[config.mk]
export PLATFORM = sky130hd
export DESIGN_NAME = result_writeback_sequencer
export DESIGN_NICKNAME = d
export VERILOG_FILES = /design/src/rtl/tpu_wb_pkg.sv /design/src/rtl/wb_nested_counter.sv /design/src/rtl/result_writeback_sequencer.sv
export SDC_FILE = /design/constraint.sdc
export NUM_CORES = 1
export LEC_CHECK = 0
export CORE_MARGIN = 5
export CORE_UTILIZATION = 33
export DETAILED_ROUTE_END_ITERATION = 10
export SLEW_MARGIN = 0
export SYNTH_ARGS = -nofsm -noshare
export SYNTH_HDL_FRONTEND = slang
export SYNTH_SLANG_ARGS = --single-unit
[constraint.sdc]
create_clock -name clk -period 10.2 [get_ports clk]
set_input_delay 3.06 -clock clk [delete_from_list [all_inputs] [get_ports clk]]
set_output_delay 3.06 -clock clk [all_outputs]
set_load 0.05 [all_outputs]
[src/rtl/tpu_wb_pkg.sv]
// Shared types and default widths for the result writeback sequencer.
// The state encoding is used by the top-level FSM; the widths act as parameter defaults.
package tpu_wb_pkg;

    localparam int DEF_COLS   = 4;
    localparam int DEF_ACC_W  = 32;
    localparam int DEF_ADDR_W = 16;
    localparam int DEF_CNT_W  = 32;

    typedef enum logic [1:0] {
        ST_IDLE  = 2'd0,
        ST_RUN   = 2'd1,
        ST_FLUSH = 2'd2,
        ST_DONE  = 2'd3
    } wb_state_t;

endpackage

[src/rtl/wb_nested_counter.sv]
// Holds the (tile, row) position of the next accepted beat, plus the running tile base address.
// State updates on the clock edge after load/advance; the address and flag outputs are combinational.
module wb_nested_counter
    import tpu_wb_pkg::*;
#(
    parameter int ADDR_W = DEF_ADDR_W,
    parameter int CNT_W  = DEF_CNT_W
) (
    input  logic              clk,
    input  logic              rst_n,
    input  logic              load,
    input  logic [ADDR_W-1:0] cfg_base_addr,
    input  logic [CNT_W-1:0]  cfg_num_rows,
    input  logic [CNT_W-1:0]  cfg_num_tiles,
    input  logic [ADDR_W-1:0] cfg_tile_stride,
    input  logic              advance,
    output logic [CNT_W-1:0]  row_idx,
    output logic [CNT_W-1:0]  tile_idx,
    output logic [ADDR_W-1:0] beat_addr,
    output logic              row_last,
    output logic              last_beat
);
    logic [CNT_W-1:0]  num_rows;
    logic [CNT_W-1:0]  num_tiles;
    logic [ADDR_W-1:0] tile_stride;
    logic [ADDR_W-1:0] tile_base;
    logic              tile_last;

    assign row_last  = (row_idx == num_rows - CNT_W'(1));
    assign tile_last = (tile_idx == num_tiles - CNT_W'(1));
    assign last_beat = row_last && tile_last;
    // Address arithmetic deliberately wraps modulo 2^ADDR_W.
    assign beat_addr = tile_base + ADDR_W'(row_idx);

    always_ff @(posedge clk) begin
        if (!rst_n) begin
            num_rows    <= '0;
            num_tiles   <= '0;
            tile_stride <= '0;
            tile_base   <= '0;
            row_idx     <= '0;
            tile_idx    <= '0;
        end else if (load) begin
            num_rows    <= cfg_num_rows;
            num_tiles   <= cfg_num_tiles;
            tile_stride <= cfg_tile_stride;
            tile_base   <= cfg_base_addr;
            row_idx     <= '0;
            tile_idx    <= '0;
        end else if (advance) begin
            if (last_beat) begin
                row_idx  <= '0;
                tile_idx <= '0;
            end else if (row_last) begin
                row_idx   <= '0;
                tile_idx  <= tile_idx + CNT_W'(1);
                tile_base <= tile_base + tile_stride;
            end else begin
                row_idx <= row_idx + CNT_W'(1);
            end
        end
    end

endmodule

[src/rtl/result_writeback_sequencer.sv]
// Turns accepted result beats into addressed memory writes through a single output slot; in_data reaches mem_wdata one cycle after accept.
// in_ready drops when the slot is full and memory stalls (combinational on mem_ready); a drain and a new accept can share a cycle.
module result_writeback_sequencer
    import tpu_wb_pkg::*;
#(
    parameter int COLS   = DEF_COLS,
    parameter int ACC_W  = DEF_ACC_W,
    parameter int ADDR_W = DEF_ADDR_W,
    parameter int CNT_W  = DEF_CNT_W
) (
    input  logic                  clk,
    input  logic                  rst_n,
    input  logic                  start,
    input  logic [ADDR_W-1:0]     cfg_base_addr,
    input  logic [CNT_W-1:0]      cfg_num_rows,
    input  logic [CNT_W-1:0]      cfg_num_tiles,
    input  logic [ADDR_W-1:0]     cfg_tile_stride,
    input  logic                  in_valid,
    output logic                  in_ready,
    input  logic [COLS*ACC_W-1:0] in_data,
    output logic                  mem_we,
    input  logic                  mem_ready,
    output logic [ADDR_W-1:0]     mem_addr,
    output logic [COLS*ACC_W-1:0] mem_wdata,
    output logic [CNT_W-1:0]      row_idx,
    output logic [CNT_W-1:0]      tile_idx,
    output logic                  last_row,
    output logic                  busy,
    output logic                  done
);
    wb_state_t         state;
    wb_state_t         state_nxt;
    logic              accept;
    logic              load;
    logic              row_last;
    logic              last_beat;
    logic [ADDR_W-1:0] beat_addr;

    assign in_ready = (state == ST_RUN) && (!mem_we || mem_ready);
    assign accept   = in_valid && in_ready;
    assign load     = (state == ST_IDLE) && start;
    assign busy     = (state != ST_IDLE);
    assign done     = (state == ST_DONE);
    assign last_row = busy && row_last;

    wb_nested_counter #(
        .ADDR_W (ADDR_W),
        .CNT_W  (CNT_W)
    ) u_cnt (
        .clk             (clk),
        .rst_n           (rst_n),
        .load            (load),
        .cfg_base_addr   (cfg_base_addr),
        .cfg_num_rows    (cfg_num_rows),
        .cfg_num_tiles   (cfg_num_tiles),
        .cfg_tile_stride (cfg_tile_stride),
        .advance         (accept),
        .row_idx         (row_idx),
        .tile_idx        (tile_idx),
        .beat_addr       (beat_addr),
        .row_last        (row_last),
        .last_beat       (last_beat)
    );

    always_ff @(posedge clk) begin
        if (!rst_n) begin
            state <= ST_IDLE;
        end else begin
            state <= state_nxt;
        end
    end

    always_comb begin
        state_nxt = state;
        case (state)
            ST_IDLE: begin
                if (start) begin
                    // An empty job skips straight to completion without writing.
                    if (cfg_num_rows == '0 || cfg_num_tiles == '0) begin
                        state_nxt = ST_DONE;
                    end else begin
                        state_nxt = ST_RUN;
                    end
                end
            end
            ST_RUN: begin
                if (accept && last_beat) begin
                    state_nxt = ST_FLUSH;
                end
            end
            ST_FLUSH: begin
                if (mem_we && mem_ready) begin
                    state_nxt = ST_DONE;
                end
            end
            ST_DONE: begin
                state_nxt = ST_IDLE;
            end
            default: begin
                state_nxt = ST_IDLE;
            end
        endcase
    end

    always_ff @(posedge clk) begin
        if (!rst_n) begin
            mem_we    <= 1'b0;
            mem_addr  <= '0;
            mem_wdata <= '0;
        end else if (accept) begin
            mem_we    <= 1'b1;
            mem_addr  <= beat_addr;
            mem_wdata <= in_data;
        end else if (mem_we && mem_ready) begin
            mem_we <= 1'b0;
        end
    end

endmodule
After elaboration in Yosys (flattened, before gate mapping). Index checks and enable logic that the tools add are counted.

Add/subtract/negate cells: 6. Equal/unequal tests: 9. Multiplexer cells: 15. Bitwise operators: 1. Reduce and logical (&&, ||, !) cells: 22.

Operators by type and width (number): two-way mux 32 bit (4); adder 32 x 1 -> 32 bit, second input constant (2); == test 32 bit (2); zero test 32 bit (2); two-way mux 16 bit (4); subtractor 32 x 1 -> 32 bit, second input constant (2); adder 16 bit (2); nonzero test 2 bit (5); two-way mux 2 bit (4); one-hot mux 2 bit (4 select lines) (1); logical AND 1 bit (7); != test 2 bit, second input constant (3); AND reduction 3 bit (2); == test 2 bit, second input constant (2); == test 2 x 1 -> 1 bit, second input constant (1); zero test 2 bit (1); logical OR 1 bit (2); two-way mux 1 bit (2); != test 2 x 1 -> 1 bit, second input constant (1); AND reduction 2 bit (1); OR reduction 2 bit (1); zero test 1 bit (1); inverter 1 bit (1).

Flip-flop bits (word level): 307. Bits of input ports: 229. Output and inout bits: 213. Logic and storage cells: 63.

Longest topological paths before layout. Gate-level depths: netlist (run 1).

Word-level depth: 7. Mapped depth: 14. Gate-level depth less buffers: 12.

Cells and area by module. A second synthesis (run 1) with hierarchy kept.

Cell total of the unflattened synthesis: 1964. Area total of the unflattened synthesis: 16118.0 um2.

By module, submodules not included: wb_nested_counter (times used 1, cells an instance 1288, area an instance 10770.3 um2, sequential area each 3203.1 um2); result_writeback_sequencer (times used 1, cells an instance 676, area an instance 5347.6 um2, sequential area each 2942.8 um2).

Least setup slack after synthesis (run 1). OpenSTA, ideal clock, no wires.

Path type: input -> output. Start: input mem_ready. End: output in_ready. Arrival time: 3.622 ns. Required time: 7.140 ns. Path slack: 3.518 ns. Cell stages on the path: 2. Buffers on the path: 0. Path through: nand2b_1 > and2_1.

Cells in the longest elaborated chain, start to end: 2.

RTL lines: start, declared (RTL line result_writeback_sequencer.sv:22) `input logic mem_ready,`; logical OR 1 bit (RTL line result_writeback_sequencer.sv:39) `assign in_ready = (state == ST_RUN) && (!mem_we || mem_ready);`; logical AND 1 bit (RTL line result_writeback_sequencer.sv:39); end, declared (RTL line result_writeback_sequencer.sv:19) `output logic in_ready,`.

No other way between the ends.

Final worst setup path (run 1). Ends and elaborated chain as after synthesis.

==> reports/qor.log, run 1 <==
[detailed_routing] total number of vias 15400
[sta] clock tree skew after final layout 0.0104 ns
[sta] unrepaired setup endpoints after global routing no
[detailed_routing] number of nets with antenna violations after detailed routing 0
[synthesis] flip-flop cell with the highest count after synthesis sky130_fd_sc_hd__dfxtp_1
[layout] Final Instance Count excl. Fillers 2985
[critical_path] Critical Path RT 7.14 ns
[synthesis] count of different cell masters after synthesis 75
[sta] setup ws final 2.43 ns
[critical_path] endpoint arrival time on the critical path 4.71 ns
[clock_tree] clock slew seen by the registers of the worst setup and hold paths 0.05 ns
[clock_tree] number of setup buffers added after CTS 0
[grt] largest net degree at the start of global routing 95
[status] run status finished, final reports clean
[synthesis] Synth async-reset ratio 0
[clock_tree] clock tree from TritonCTS built
[job] reported max-cap violation count 0
[synthesis] cell type with the largest total area after synthesis sky130_fd_sc_hd__dfxtp_1
[power_and_ir_drop] power per cell area 206 nW/um^2
[critical_path] worst r2r dst u_cnt.tile_idx[16]
[critical_path] worst-path cell with the longest stage delay sky130_fd_sc_hd__clkdlybuf4s50_1
[critical_path] critical path startpoint category input pin
[sta] Final Hold Violating Endpoints 0
[clock_tree] TritonCTS Buffers 38
[clock_tree] clock tree root buffer cell sky130_fd_sc_hd__clkbuf_16
[clock_tree] Clk Latency, worst-skew pair 0.55 ns
[synthesis] synthesized instance count 1965
[synthesis] sequential share of the synthesized area 0.397
[critical_path] FF-to-FF path depth 9
[critical_path] CP endpoint kind output port
[grt] global route overflow 0
[synthesis] mapped cell area 15500 um^2
[layout] multi-input logic area 8820 um^2
[floorplan] Floorplan Core Area 46500 um^2
[critical_path] timing startpoint of the critical path mem_ready
[clock_tree] level count of the clock H-tree 2
[placed_design] placed instance area 20300 um^2
[detailed_routing] number of DRC markers after the initial detailed-route iteration 868
[grt] combined global-route utilization of all metal layers 0.209
[layout] fraction of final layout cells sized beyond drive strength 1 0.0471
[detailed_routing] average wire per cell in the routed design 18.8 um
[detailed_routing] total DRC errors in the routed layout 0
[power_and_ir_drop] peak ir drop on the vdd network 0.141 mV
[grt] number of antenna violations at the first check in global routing 5
[critical_path] R2R Path Start u_cnt.num_rows[5]
[sta] summed negative setup slack over all endpoints 0 ns
[clock_tree] quantity of hold-fixing buffers added after cts 0
[layout] most common cell after layout, fill and taps aside sky130_fd_sc_hd__nand2_1
[critical_path] WS Path Type in -> out
[floorplan] overall die width 226 um
[detailed_routing] wire length after detailed routing 56000 um
[sta] Relative slew margins 0.230
[placed_design] GP Congestion 0.912
[sta] shortest clock period the worst path allows after layout 7.77 ns
[detailed_routing] DRT Pass-1 Iters 5
[critical_path] flop2flop setup slack 4.84 ns
[layout] commonest non-fill, non-tap cells in the layout 484 x sky130_fd_sc_hd__nand2_1, 441 x sky130_fd_sc_hd__clkdlybuf4s50_1, 307 x sky130_fd_sc_hd__dfxtp_1, 268 x sky130_fd_sc_hd__a21oi_1, 89 x sky130_fd_sc_hd__xnor2_1
[placed_design] instance count after placement with tap cells included 2916
[synthesis] number of storage elements in the synthesis netlist 307
[clock_tree] number of clock sinks 307
[critical_path] worst setup path end in_ready
[floorplan] number of cell rows 79
[detailed_routing] number of vias per cell 5.15
[layout] count of nets after finishing 2619
[clock_tree] number of buffers between clock root and the deepest sink 3
[min_path] Min-Delay Startpoint mem_wdata[81]
[synthesis] synth warn 0
[synthesis] number of synthesized flops with an enable pin 0
[floorplan] Initial Utilization 0.333
[grt] global-route wire length before repair 84700 um
[placed_design] worst setup slack after placement 2.43 ns
[floorplan] number of placed I/O pins 442
[sta] Max Clock Freq 129 MHz
[placed_design] Detail Placement HPWL 42100 um
[critical_path] largest fanout on the critical path 4
[critical_path] delay of the slowest cell on the worst path 0.79 ns
[synthesis] most area-consuming cells after synthesis sky130_fd_sc_hd__dfxtp_1 40%, sky130_fd_sc_hd__nand2_1 12%, sky130_fd_sc_hd__a21oi_1 8.7%, sky130_fd_sc_hd__xnor2_1 5.0%, sky130_fd_sc_hd__ha_1 3.2%
[min_path] Hold Path Class reg -> reg
[layout] register cell area after layout 6150 um^2
[synthesis] fraction of post-synthesis cell area in the top cell type by area 0.397
[sta] Final Slew Violations 0
[placed_design] IO buf count 441
[layout] area of all placed cells without fillers 21700 um^2
[sta] count of final setup violators 0
[synthesis] total nets after synthesis 2235
[clock_tree] CTS resizes 0
[layout] Fillers 4580
[power_and_ir_drop] Static Leak 0.00773 uW
[critical_path] Cell Chain, Critical Path clkdlybuf4s50_1, nand2b_1, and2_1, clkdlybuf4s50_1
[floorplan] die area 51300 um^2
[sta] worst-margin pin slew 1.15 ns
[synthesis] synthesized area per cell 7.87 um^2
[floorplan] height of the chip 226 um
[layout] synth-to-layout area growth 40.1%
[sta] final critical-path share of the clock period 0.762
[grt] number of global-route vias before repair 15100
[critical_path] CP most frequent cell sky130_fd_sc_hd__clkdlybuf4s50_1
-- through the flow --
stage	power, uW	util	hold WS (ns)
6_report	4460	0.466	0.452
3_5_place_dp	3070	0.438	0.447
2_1_floorplan	2560	-	0.440
5_1_grt	4720	0.466	0.473
3_3_place_gp	3040	0.438	0.441
4_1_cts	4520	0.466	0.454
-- registers in the layout, summed over array words and instances, names as in the netlist --
name / flops
mem_wdata: 128
u_cnt.num_rows: 32
u_cnt.num_tiles: 32
u_cnt.row_idx: 32
u_cnt.tile_idx: 32
mem_addr: 16
u_cnt.tile_base: 16
u_cnt.tile_stride: 16
state: 2
mem_we: 1
-- cell families (layout without fill, tap and decap cells) --
logic type	after synthesis	in the layout	synth area share
flops	307	307	0.397
compound gates	391	391	0.144
fa+ha+maj	41	41	0.0341
buf+inv	136	548	0.0353
other cells	0	1	0
mux	41	41	0.0265
xor+xnor	141	141	0.0807
simple gates	908	908	0.282
-- per-layer routing --
layer  GRT usage  routed length (um)  up-vias
met3      0.0817                5300      108
met4      0.0780                2060        6
met2       0.357               27100      491
li1            -                   -     7591
met5           0                  31        -
met1       0.236               21500     7187
-- cell type report --
type                       count  area share
multi-input combinational   1522       0.407
sequential                   307       0.284
tap                          607      0.0351
inverter                      27     0.00491
timing repair buffer         453       0.208
clock inverter                13     0.00803
clock buffer                  55      0.0534
antenna                        1    0.000116
-- how the worst min path moves through the flow --
stage	to	slack (ns)	depth (start not counted)
6_report	mem_wdata[81]	0.45	2
5_1_grt	mem_wdata[21]	0.47	2
4_1_cts	mem_wdata[24]	0.45	2
3_5_place_dp	mem_wdata[89]	0.45	2
3_3_place_gp	mem_wdata[11]	0.44	2
2_1_floorplan	u_cnt.tile_stride[0]	0.44	2
-- report_power, final --
group / total (uW) / switching [uW] / internal (uW)
Clock: 1420 / 535 / 887
Sequential: 1480 / 134 / 1340
Combinational: 1560 / 984 / 581
-- cell usage after synthesis, types with 17 or more instances --
cell                       number
sky130_fd_sc_hd__a21oi_1      268
sky130_fd_sc_hd__and3_1        19
sky130_fd_sc_hd__clkbuf_1      89
sky130_fd_sc_hd__dfxtp_1      307
sky130_fd_sc_hd__ha_1          39
sky130_fd_sc_hd__inv_1         26
sky130_fd_sc_hd__mux2i_1       41
sky130_fd_sc_hd__nand2_1      485
sky130_fd_sc_hd__nand3_1       57
sky130_fd_sc_hd__nand3b_1      21
sky130_fd_sc_hd__nand4_1       28
sky130_fd_sc_hd__nor2_1        88
sky130_fd_sc_hd__nor3_1        51
sky130_fd_sc_hd__nor4_1        36
sky130_fd_sc_hd__o21ai_0       36
sky130_fd_sc_hd__or3_1         17
sky130_fd_sc_hd__xnor2_1       89
sky130_fd_sc_hd__xor2_1        51
-- critical path, delay by kind of cell --
kind | cells | cell delay, ns
buffers and inverters | 2 | 1.27
and+or+nand+nor | 2 | 0.38
Power figures use the tool's default switching activity.
==> run 2, diff against run 1 <==
==> constraint.sdc (replaced) <==
create_clock -name clk -period 6.7 [get_ports clk]
set_input_delay 2.01 -clock clk [delete_from_list [all_inputs] [get_ports clk]]
set_output_delay 2.01 -clock clk [all_outputs]
set_load 0.05 [all_outputs]
==> run 2 against run 1 <==
  * Clock-buffer cell count rose by 2
  * First-iteration DRC count fell by 2.9%
  * Sequential share of layout area barely moved
  * Combinational power rose by 53%
  * Clock power rose by 56%
  * Flip-flop and latch count did not move
  * Register-to-register slack got worse by 2.9 ns
==> reports/qor.log, run 2 (synthesis gave the netlist of run 1 again) <==
[status] run status finished, final reports clean
[placed_design] Detail Placement HPWL 42900 um
[grt] number of antenna violations at the first check in global routing 5
[layout] ant diodes 0
[min_path] number of instances on the worst hold path 2
[clock_tree] Clk Latency, worst-skew pair 0.55 ns
[detailed_routing] number of nets with antenna violations after detailed routing 0
[placed_design] GP Congestion 0.912
[sta] worst-margin pin slew 0.975 ns
[sta] summed negative setup slack over all endpoints 0 ns
[floorplan] Initial Utilization 0.333
[layout] synth-to-layout area growth 40.3%
[clock_tree] clock slew seen by the registers of the worst setup and hold paths 0.06 ns
[layout] commonest non-fill, non-tap cells in the layout 484 x sky130_fd_sc_hd__nand2_1, 441 x sky130_fd_sc_hd__clkdlybuf4s50_1, 307 x sky130_fd_sc_hd__dfxtp_1, 268 x sky130_fd_sc_hd__a21oi_1, 89 x sky130_fd_sc_hd__xnor2_1
[clock_tree] quantity of hold-fixing buffers added after cts 0
[layout] count of nets after finishing 2621
[critical_path] CP endpoint kind output port
[layout] most common cell after layout, fill and taps aside sky130_fd_sc_hd__nand2_1
[critical_path] largest fanout on the critical path 7
[layout] most flop-heavy register mem_wdata
[floorplan] overall die width 226 um
[sta] final critical-path share of the clock period 0.928
[clock_tree] CTS resizes 0
[sta] count of final setup violators 0
[clock_tree] clock tree root buffer cell sky130_fd_sc_hd__clkbuf_16
[critical_path] R2R Path Start u_cnt.num_rows[5]
[grt] number of global-route vias before repair 14900
[critical_path] worst r2r dst state[0]
[grt] global-route wire length before repair 85600 um
[floorplan] number of cell rows 79
[clock_tree] number of buffers between clock root and the deepest sink 3
[sta] Final Slew Violations 0
[clock_tree] TritonCTS Buffers 38
[power_and_ir_drop] peak ir drop on the vdd network 0.232 mV
[clock_tree] level count of the clock H-tree 2
[detailed_routing] total number of vias 15500
[power_and_ir_drop] power per cell area 316 nW/um^2
[floorplan] die area 51300 um^2
[min_path] end point of the worst hold path mem_wdata[113]
[power_and_ir_drop] Static Leak 0.00775 uW
[grt] global route overflow 0
[detailed_routing] number of DRC markers after the initial detailed-route iteration 843
[layout] fraction of final layout cells sized beyond drive strength 1 0.0471
[sta] Max Clock Freq 161 MHz
[detailed_routing] average wire per cell in the routed design 19.1 um
[critical_path] critical path startpoint category flop
[detailed_routing] DRT Pass-1 Iters 5
[sta] Relative slew margins 0.350
[critical_path] FF-to-FF path depth 10
[detailed_routing] total DRC errors in the routed layout 0
[critical_path] endpoint arrival time on the critical path 4.21 ns
[grt] largest net degree at the start of global routing 88
[clock_tree] number of clock sinks 307
[critical_path] Critical Path RT 4.69 ns
[floorplan] height of the chip 226 um
[sta] Final Hold Violating Endpoints 0
[floorplan] number of placed I/O pins 442
[sta] unrepaired setup endpoints after global routing no
[clock_tree] clock tree from TritonCTS built
[layout] max FFs per register 128
[sta] shortest clock period the worst path allows after layout 6.22 ns
[sta] clock tree skew after final layout 0.00987 ns
[job] reported max-cap violation count 0
[min_path] Hold Path Class reg -> reg
[clock_tree] number of setup buffers added after CTS 0
[power_and_ir_drop] post-route total power 6850 uW
[layout] Fillers 4650
[floorplan] Floorplan Core Area 46500 um^2
[critical_path] flop2flop setup slack 1.91 ns
[grt] combined global-route utilization of all metal layers 0.210
[detailed_routing] wire length after detailed routing 56900 um
[placed_design] IO buf count 441
[detailed_routing] number of vias per cell 5.19
[min_path] Min-Delay Startpoint mem_wdata[113]
[critical_path] WS Path Type reg -> out
==> run 2: cell types whose count changed in the layout (fill, tap and decap cells not counted), sizes merged <==
cell	previous run	this run
clkinv	6	4
buf	12	14
clkbuf	55	57
clkinvlp	2	0
diode	1	0
bufinv	4	5
==> run 2: per-stage QoR <==
| stage | instance area (um^2) | setup WS (ns) | std cells | util | hold WS, ns |
|---|---|---|---|---|---|
| after detailed placement | 20300 | 1.03 | 2918 | 0.438 | 0.445 |
| after global routing | 21700 | 0.0884 | 2985 | 0.467 | 0.467 |
| after CTS | 21700 | 0.448 | 2985 | 0.467 | 0.453 |
| after global placement | 20300 | 1.06 | 2918 | 0.438 | 0.440 |
| after floorplan | 15500 | 1.30 | 1965 | - | 0.440 |
| final | 21700 | 0.481 | 2985 | 0.467 | 0.452 |
==> run 2: cell type report <==
cell class,instances,area (um^2),area share
clock inverters,10,179,0.00825
flip-flops and latches,307,6150,0.283
repair buffers,455,4520,0.208
clock buffers,57,1170,0.0541
inverters,27,106,0.00490
well taps,607,759,0.0350
multi-input cells,1522,8820,0.406
==> run 2: critical path, cell delays in order (launching register included) <==
cell	delay (ns)
sky130_fd_sc_hd__dfxtp_1	0.33
sky130_fd_sc_hd__inv_1	0.07
sky130_fd_sc_hd__ha_1	0.21
sky130_fd_sc_hd__or4b_2	0.75
sky130_fd_sc_hd__nor4_1	0.40
sky130_fd_sc_hd__xnor2_1	0.23
sky130_fd_sc_hd__o221a_2	0.23
sky130_fd_sc_hd__nand4_1	0.07
sky130_fd_sc_hd__nor3_1	0.22
sky130_fd_sc_hd__nand4b_1	0.13
sky130_fd_sc_hd__nor3_1	0.16
sky130_fd_sc_hd__clkdlybuf4s50_1	0.87
==> run 2: worst max-delay path by stage <==
stage,from,end,depth (start not counted)
floorplan,u_cnt.num_rows[0],last_row,11
global placement,mem_ready,in_ready,4
detailed placement,mem_ready,in_ready,4
CTS,u_cnt.num_rows[0],last_row,11
global route,u_cnt.num_rows[5],last_row,9
finish,u_cnt.num_rows[0],last_row,11
==> run 2: power by group <==
part           switching (uW)  internal, uW  leakage [uW]
combinational            1510           885       0.00458
clock                     813          1400      0.000671
sequential                206          2040       0.00250
==> run 2: layer usage <==
metal / vias up / track usage / wire length (um)
met5: - / 0 / 55
met4: 8 / 0.0689 / 1730
met3: 98 / 0.0690 / 4740
met2: 469 / 0.363 / 27500
met1: 7306 / 0.246 / 22900
li1: 7602 / - / -
